--- src/rtl/trig_step_sequencer_if.sv ---
// Control/voice bundle for one step-sequencer lane: pattern/tempo in, trig/step status out.
// Optional SEQ_SWING_EN adds the 7-bit swing amount.
interface trig_step_sequencer_if #(
  parameter int unsigned NUM_STEPS = 16,
  parameter int unsigned DIV_BITS  = 24,
  parameter int unsigned GATE_BITS = 16
);
  localparam int unsigned IDX_W = $clog2(NUM_STEPS);

  logic                 run;
  logic [NUM_STEPS-1:0] pattern;
  logic [DIV_BITS-1:0]  step_period;
  logic [GATE_BITS-1:0] gate_len;
`ifdef SEQ_SWING_EN
  logic [6:0]           swing;
`endif
  logic                 trig;
  logic [IDX_W-1:0]     step_idx;
  logic                 step_strobe;

  modport master (
`ifdef SEQ_SWING_EN
    output swing,
`endif
    output run, pattern, step_period, gate_len,
    input  trig, step_idx, step_strobe
  );

  modport slave (
`ifdef SEQ_SWING_EN
    input  swing,
`endif
    input  run, pattern, step_period, gate_len,
    output trig, step_idx, step_strobe
  );
endinterface

--- src/rtl/trig_step_sequencer.sv ---
// Pattern step sequencer producing the trig gate for one drum voice at an mclk-derived tempo.
// Optional SEQ_SWING_EN: even steps lengthened and odd steps shortened by (dur*swing)>>8.
module trig_step_sequencer #(
  parameter int unsigned NUM_STEPS = 16,
  parameter int unsigned DIV_BITS  = 24,
  parameter int unsigned GATE_BITS = 16
) (
  input logic                   i_mclk,
  input logic                   i_rst,
  trig_step_sequencer_if.slave  bus
);
  localparam int unsigned IDX_W  = $clog2(NUM_STEPS);
`ifdef SEQ_SWING_EN
  localparam int unsigned CNT_W  = DIV_BITS + 1;
  localparam int unsigned PROD_W = DIV_BITS + 7;
`else
  localparam int unsigned CNT_W  = DIV_BITS;
`endif

  typedef enum logic {ST_STOPPED = 1'b0, ST_RUNNING = 1'b1} state_t;

  state_t           r_state, w_state_nx;
  logic [CNT_W-1:0] r_per_cnt, w_per_cnt_nx;
  logic [CNT_W-1:0] r_len, w_len_nx;
  logic [CNT_W-1:0] r_gate, w_gate_nx;
  logic [IDX_W-1:0] r_step_idx, w_idx_nx;
  logic             r_strobe, w_strobe_nx;
  logic             r_trig, w_trig_nx;
  logic             w_start;

  // Values latched when entering a strobe cycle
  logic [IDX_W-1:0] w_adv_idx;
  logic [CNT_W-1:0] w_dur;
  logic [CNT_W-1:0] w_len_new;
  logic [CNT_W-1:0] w_len_m1;
  logic [CNT_W-1:0] w_gate_ext;
  logic [CNT_W-1:0] w_gate_new;
  logic             w_pat_bit;

  assign w_adv_idx  = (r_state == ST_RUNNING) ? r_step_idx + IDX_W'(1) : '0;
  assign w_dur      = (bus.step_period < DIV_BITS'(4)) ? CNT_W'(4) : CNT_W'(bus.step_period);
  assign w_pat_bit  = bus.pattern[w_adv_idx];
  assign w_gate_ext = CNT_W'(bus.gate_len);
  assign w_len_m1   = w_len_new - CNT_W'(1);
  assign w_gate_new = (w_pat_bit && (|bus.gate_len))
                      ? ((w_gate_ext < w_len_m1) ? w_gate_ext : w_len_m1) : '0;

`ifdef SEQ_SWING_EN
  logic [CNT_W-1:0]  r_s, w_s_nx;
  logic [PROD_W-1:0] w_prod;
  logic [CNT_W-1:0]  w_s_calc;

  assign w_prod    = PROD_W'(w_dur) * PROD_W'(bus.swing);
  assign w_s_calc  = CNT_W'(w_prod >> 8);
  // Even steps stretch by the fresh swing amount; odd steps give the same amount back
  assign w_len_new = (!w_adv_idx[0]) ? w_dur + w_s_calc
                   : ((w_dur > r_s) ? w_dur - r_s : w_dur);
  assign w_s_nx    = (w_start && !w_adv_idx[0]) ? w_s_calc : r_s;

  always_ff @(posedge i_mclk or posedge i_rst) begin
    if (i_rst) r_s <= '0;
    else       r_s <= w_s_nx;
  end
`else
  assign w_len_new = w_dur;
`endif

  always_ff @(posedge i_mclk or posedge i_rst) begin
    if (i_rst) begin
      r_state    <= ST_STOPPED;
      r_per_cnt  <= '0;
      r_len      <= '0;
      r_gate     <= '0;
      r_step_idx <= '0;
      r_strobe   <= 1'b0;
      r_trig     <= 1'b0;
    end else begin
      r_state    <= w_state_nx;
      r_per_cnt  <= w_per_cnt_nx;
      r_len      <= w_len_nx;
      r_gate     <= w_gate_nx;
      r_step_idx <= w_idx_nx;
      r_strobe   <= w_strobe_nx;
      r_trig     <= w_trig_nx;
    end
  end

  always_comb begin
    w_state_nx   = r_state;
    w_per_cnt_nx = r_per_cnt;
    w_len_nx     = r_len;
    w_gate_nx    = r_gate;
    w_idx_nx     = r_step_idx;
    w_strobe_nx  = 1'b0;
    w_trig_nx    = 1'b0;
    w_start      = 1'b0;
    case (r_state)
      ST_STOPPED: begin
        if (bus.run) begin
          w_state_nx = ST_RUNNING;
          w_start    = 1'b1;
        end
      end
      ST_RUNNING: begin
        if (!bus.run) begin
          w_state_nx   = ST_STOPPED;
          w_per_cnt_nx = '0;
          w_len_nx     = '0;
          w_gate_nx    = '0;
          w_idx_nx     = '0;
        end else if (r_per_cnt == r_len - CNT_W'(1)) begin
          w_start = 1'b1;
        end else begin
          w_per_cnt_nx = r_per_cnt + CNT_W'(1);
          w_trig_nx    = (w_per_cnt_nx < r_gate);
        end
      end
      default: w_state_nx = ST_STOPPED;
    endcase
    if (w_start) begin
      w_per_cnt_nx = '0;
      w_idx_nx     = w_adv_idx;
      w_len_nx     = w_len_new;
      w_gate_nx    = w_gate_new;
      w_strobe_nx  = 1'b1;
      w_trig_nx    = (w_gate_new != '0);
    end
  end

  assign bus.trig        = r_trig;
  assign bus.step_idx    = r_step_idx;
  assign bus.step_strobe = r_strobe;
endmodule

--- src/flat_wrapper.sv ---
// flat-port wrapper written by rule: the top's interface ports become plain ports
module trig_step_sequencer_flat 
#(
  parameter int unsigned NUM_STEPS = 16,
  parameter int unsigned DIV_BITS  = 24,
  parameter int unsigned GATE_BITS = 16
)
  (i_mclk, i_rst, bus_run, bus_pattern, bus_step_period, bus_gate_len, bus_trig, bus_step_idx, bus_step_strobe);
  trig_step_sequencer_if #(.NUM_STEPS(NUM_STEPS), .DIV_BITS(DIV_BITS), .GATE_BITS(GATE_BITS)) bus_i ();
  input logic i_mclk;
  input logic i_rst;
  input wire logic [$bits(bus_i.run)-1:0] bus_run;
  input wire logic [$bits(bus_i.pattern)-1:0] bus_pattern;
  input wire logic [$bits(bus_i.step_period)-1:0] bus_step_period;
  input wire logic [$bits(bus_i.gate_len)-1:0] bus_gate_len;
  output wire logic [$bits(bus_i.trig)-1:0] bus_trig;
  output wire logic [$bits(bus_i.step_idx)-1:0] bus_step_idx;
  output wire logic [$bits(bus_i.step_strobe)-1:0] bus_step_strobe;
  assign bus_i.run = bus_run;
  assign bus_i.pattern = bus_pattern;
  assign bus_i.step_period = bus_step_period;
  assign bus_i.gate_len = bus_gate_len;
  assign bus_trig = bus_i.trig;
  assign bus_step_idx = bus_i.step_idx;
  assign bus_step_strobe = bus_i.step_strobe;
  trig_step_sequencer #(.NUM_STEPS(NUM_STEPS), .DIV_BITS(DIV_BITS), .GATE_BITS(GATE_BITS)) u_core (.i_mclk(i_mclk), .i_rst(i_rst), .bus(bus_i));
endmodule
--- config.mk ---
export PLATFORM = sky130hd
export DESIGN_NAME = trig_step_sequencer_flat
export DESIGN_NICKNAME = d
export VERILOG_FILES = /design/src/rtl/trig_step_sequencer_if.sv /design/src/rtl/trig_step_sequencer.sv /design/src/flat_wrapper.sv
export SDC_FILE = /design/constraint.sdc
export NUM_CORES = 1
export LEC_CHECK = 0
export ABC_CLOCK_PERIOD_IN_PS = 6000
export CAP_MARGIN = 25
export CORE_AREA = 4 4 161 163
export DETAILED_ROUTE_END_ITERATION = 10
export DIE_AREA = 0 0 165 167
export GPL_TIMING_DRIVEN = 0
export REMOVE_ABC_BUFFERS = 1
export SLEW_MARGIN = 40
export SYNTH_ARGS = -nofsm -noshare
export SYNTH_HDL_FRONTEND = slang
export SYNTH_SLANG_ARGS = --single-unit
--- constraint.sdc ---
create_clock -name i_mclk -period 6 [get_ports i_mclk]
set_input_delay 1.2 -clock i_mclk [delete_from_list [all_inputs] [get_ports i_mclk]]
set_output_delay 1.2 -clock i_mclk [all_outputs]
set_load 0.01 [all_outputs]
==> results.txt <==
number of enable flip-flop cells after synthesis - 0
vias in the first global route - 5098
antenna-violating nets left - 0
worst hold-check slack - 487.3 ps
count of pins on the block boundary - 65
status - completed
Port Buffer Count - 64
Crit. End Element - register
Hold Path Stages - 1
count of different cell masters after synthesis - 69
endpoint arrival time on the critical path - 5900 ps
largest net degree at the start of global routing - 47
cell chosen for the clock root - clkbuf_16
final hold violation count - 0
TritonCTS clock tree - done
vertical die dimension - 167 um
period utilization - 93.77%
number of DRC violations after detailed-routing iteration 0 - 394
count of standard-cell rows - 57
top-area cell type share of the netlist area - 32.58%
mapped cell area - 0.006067 mm^2
fraction of final layout cells sized beyond drive strength 1 - 10.29%
worst slew margin relative to its limit - 55.04%
number of nets in the final layout - 815
die extent in x - 165 um
Clock Sinks - 79
Slew @ Worst Pin - 672.9 ps
Placed Cells incl. Taps - 1019
fraction of registers with async set/reset - 100.0%
master of the slowest instance on the critical path - clkdlybuf4s50_1
number of buffers added by the clock tree synthesis step - 9
GR Overflow Total - 0
last weighted congestion value of the routability-driven placer - 0.8611
clock latency at the later pin of the worst-skew pair - 350 ps
final instance count without filler cells - 1043
average wire length per cell after detail routing - 16.26 um
filler cell count in the final layout - 2493
capturing point of the worst reg2reg path - u_core.r_len[15]
CP Class - in -> reg
delay of the slowest critical-path stage - 600 ps
average via count per standard cell - 5.028
Crit Reg-Reg Startpoint - u_core.r_len[0]
sum of routed wire length over all layers - 16960 um
total iterations of the first detailed-routing run - 5
Starting Density - 24.95%
largest voltage drop on the vdd net - 0.1512 mV
crit path from - bus_step_period[8]
Yosys Warn Count - 0
CP bufs+invs - 2
mean post-synth cell area - 9.263 um^2
register-to-register setup slack - 1960 ps
post-synthesis sequential area ratio - 32.58%
overall fraction of global-route tracks in use - 12.29%
number of register bits inferred by synthesis - 79
data required time of the worst path - 6270 ps
number of instances in the synthesized netlist - 655
Final HPWL DP - 13160 um
LEAKAGE - 3.207 nW
CTS Buffer Depth - 2
delay-heaviest family, CP - simple AND/OR/NAND/NOR gates
Min-Delay Startpoint - u_core.r_gate[15]
floorplan die area - 0.02756 mm^2
Hold/Removal Path Class - reg -> reg
core outline area - 0.02432 mm^2
crit path cell chain - clkdlybuf4s50_1 > nor4_4 > nand3_2 > or2_4 > nand2_1 > ha_2 > nor4b_4 > and3_1 > o211a_1 > nor2b_1 > xnor2_1 > ha_1 > nand4_1 > nor4_2 > a21oi_1 > nor3_4 > buf_6 > mux2_2 > o2bb2ai_2
number of hold buffers added after CTS - 0
DRC - 0
total number of vias - 5244
unrepaired setup endpoints after global routing - no
initial antenna violation count - 0
maxcap violations - 0
Synth area leaders - dfrtp_1 (33%), ha_1 (8.7%), a22o_1 (6.1%)
Worst Skew - 6.244 ps
sink of the worst hold path - u_core.r_gate[15]
global-route wire length before repair - 27340 um
depth of the CTS H-tree - 3
Max Slew Vio Count - 0
predominant post-synthesis flop cell - dfrtp_1
kind of start point of the critical path - input port
growth of design area from synthesis to finish - 24.27%
maximum clock frequency - 0.1777 GHz
dominant cell type by area after synthesis - dfrtp_1
clock transition at the register clock pins on the worst setup and hold paths after CTS - 60 ps
Finish-stage setup viols - 0
maximum fanout along the worst path - 11
summed negative setup slack over all endpoints - 0 ps
power density over the cells - 190.1 mW/mm^2
time the worst path needs with I/O delays and setup - 5626 ps
diodes inserted - 0
Worst Reg-to-Reg Cells - 12
-- state kept, by name, summed over array words and instances (netlist names) --
signal and count:
u_core.r_gate 24, u_core.r_len 24, u_core.r_per_cnt 24, u_core.bus.step_idx 4
u_core.bus.step_strobe 1, u_core.bus.trig 1, u_core.r_state 1
-- layout by cell type (no fill, tap or decap), drive strengths merged, types with 10 or more instances in the layout --
cell type / n
nor3: 23
inv: 53
o2bb2ai: 16
mux2i: 22
dfrtp: 79
clkdlybuf4s50: 64
ha: 42
nand2: 40
o21ai: 29
and2: 12
xnor2: 28
nor2: 24
nand4: 12
nand3: 19
buf: 14
xor2: 31
a21o: 16
a22o: 42
clkbuf: 11
and3: 10
nor4: 13
a21oi: 20
-- cell usage after synthesis, types with 4 or more instances --
cell,count
a21oi_1,20
o2bb2ai_2,9
nor2b_1,4
a22o_1,42
a211oi_1,5
nand2_1,40
a21o_1,15
buf_2,13
nor3_1,21
nor2_1,24
and3_1,10
o21ai_0,26
nand2b_1,6
xor2_1,31
dfrtp_1,79
mux2i_1,22
xnor2_1,28
inv_1,53
clkbuf_1,12
a31oi_1,4
nor4_1,12
and2_1,12
nand4_1,12
or2_2,6
or4_1,8
mux2_2,7
o2bb2ai_1,7
nand3_1,18
nor3b_1,5
o211ai_1,4
ha_1,42
-- worst max-delay path by stage --
stage | depth (start not counted) | slack (ps) | end
6_report | 19 | 370 | u_core.r_gate[8]
5_1_grt | 22 | 20 | u_core.r_gate[8]
4_1_cts | 21 | 120 | u_core.r_gate[8]
3_5_place_dp | 19 | -1150 | u_core.r_gate[8]
3_3_place_gp | 18 | -2280 | u_core.bus.trig
2_1_floorplan | 18 | 190 | u_core.r_gate[8]
-- through the flow --
stage	total power, mW	utilization [%]	instance area [um^2]	setup slack [ps]
floorplan	0.7577	-	5912	190.3
global placement	0.8713	28.61	6958	-2281
detailed placement	0.8865	29.22	7107	-1152
CTS	1.445	30.73	7473	124.0
global route	1.504	31.00	7540	17.73
finish	1.434	31.00	7540	374.0
-- cells by family after synthesis --
kind of cell    share of synthesized area [%]
compound gates                          21.24
xor+xnor                                8.517
fa+ha+maj                               8.662
buf+inv                                 5.836
flops                                   32.58
mux                                     4.929
simple gates                            18.23
-- report_power, final --
part           internal [mW]  switching, mW
registers              0.554         0.0327
logic                  0.137          0.160
clock network          0.323          0.227
total                   1.01          0.420
-- worst register-to-register path, stage by stage, from the launching register on --
cell and delay (ps):
dfrtp_1 440, inv_1 90, ha_1 210, or4b_1 650
or4_1 460, a32oi_1 280, o221ai_2 160, nor4_4 400
a21o_2 360, o21ai_4 230, buf_8 240, buf_8 170
a22o_1 230
-- metal layers --
metal	up-vias	global-route usage, %	part of all wire (%)
met5	-	0	0
met4	0	2.061	0.90
met3	15	3.015	4.7
met2	129	18.48	44
met1	2557	18.06	50
li1	2543	-	-
-- area by class of cell --
class	count	area [um^2]	share of cell area [%]
clock buffers	11	232.7	3.087
clock inverters	5	58.81	0.7800
inverters	53	203.9	2.705
multi-input cells	493	3857	51.16
flip-flops and latches	79	1977	26.22
well taps	324	405.4	5.377
repair buffers	78	804.5	10.67
-- timing repair --
item	in CTS	in global routing
setup endpoints to repair	17	17
buffers inserted	6	2
gates cloned	0	0
pin swaps	3	2
gates resized for setup	6	9
Power figures use the tool's default switching activity.
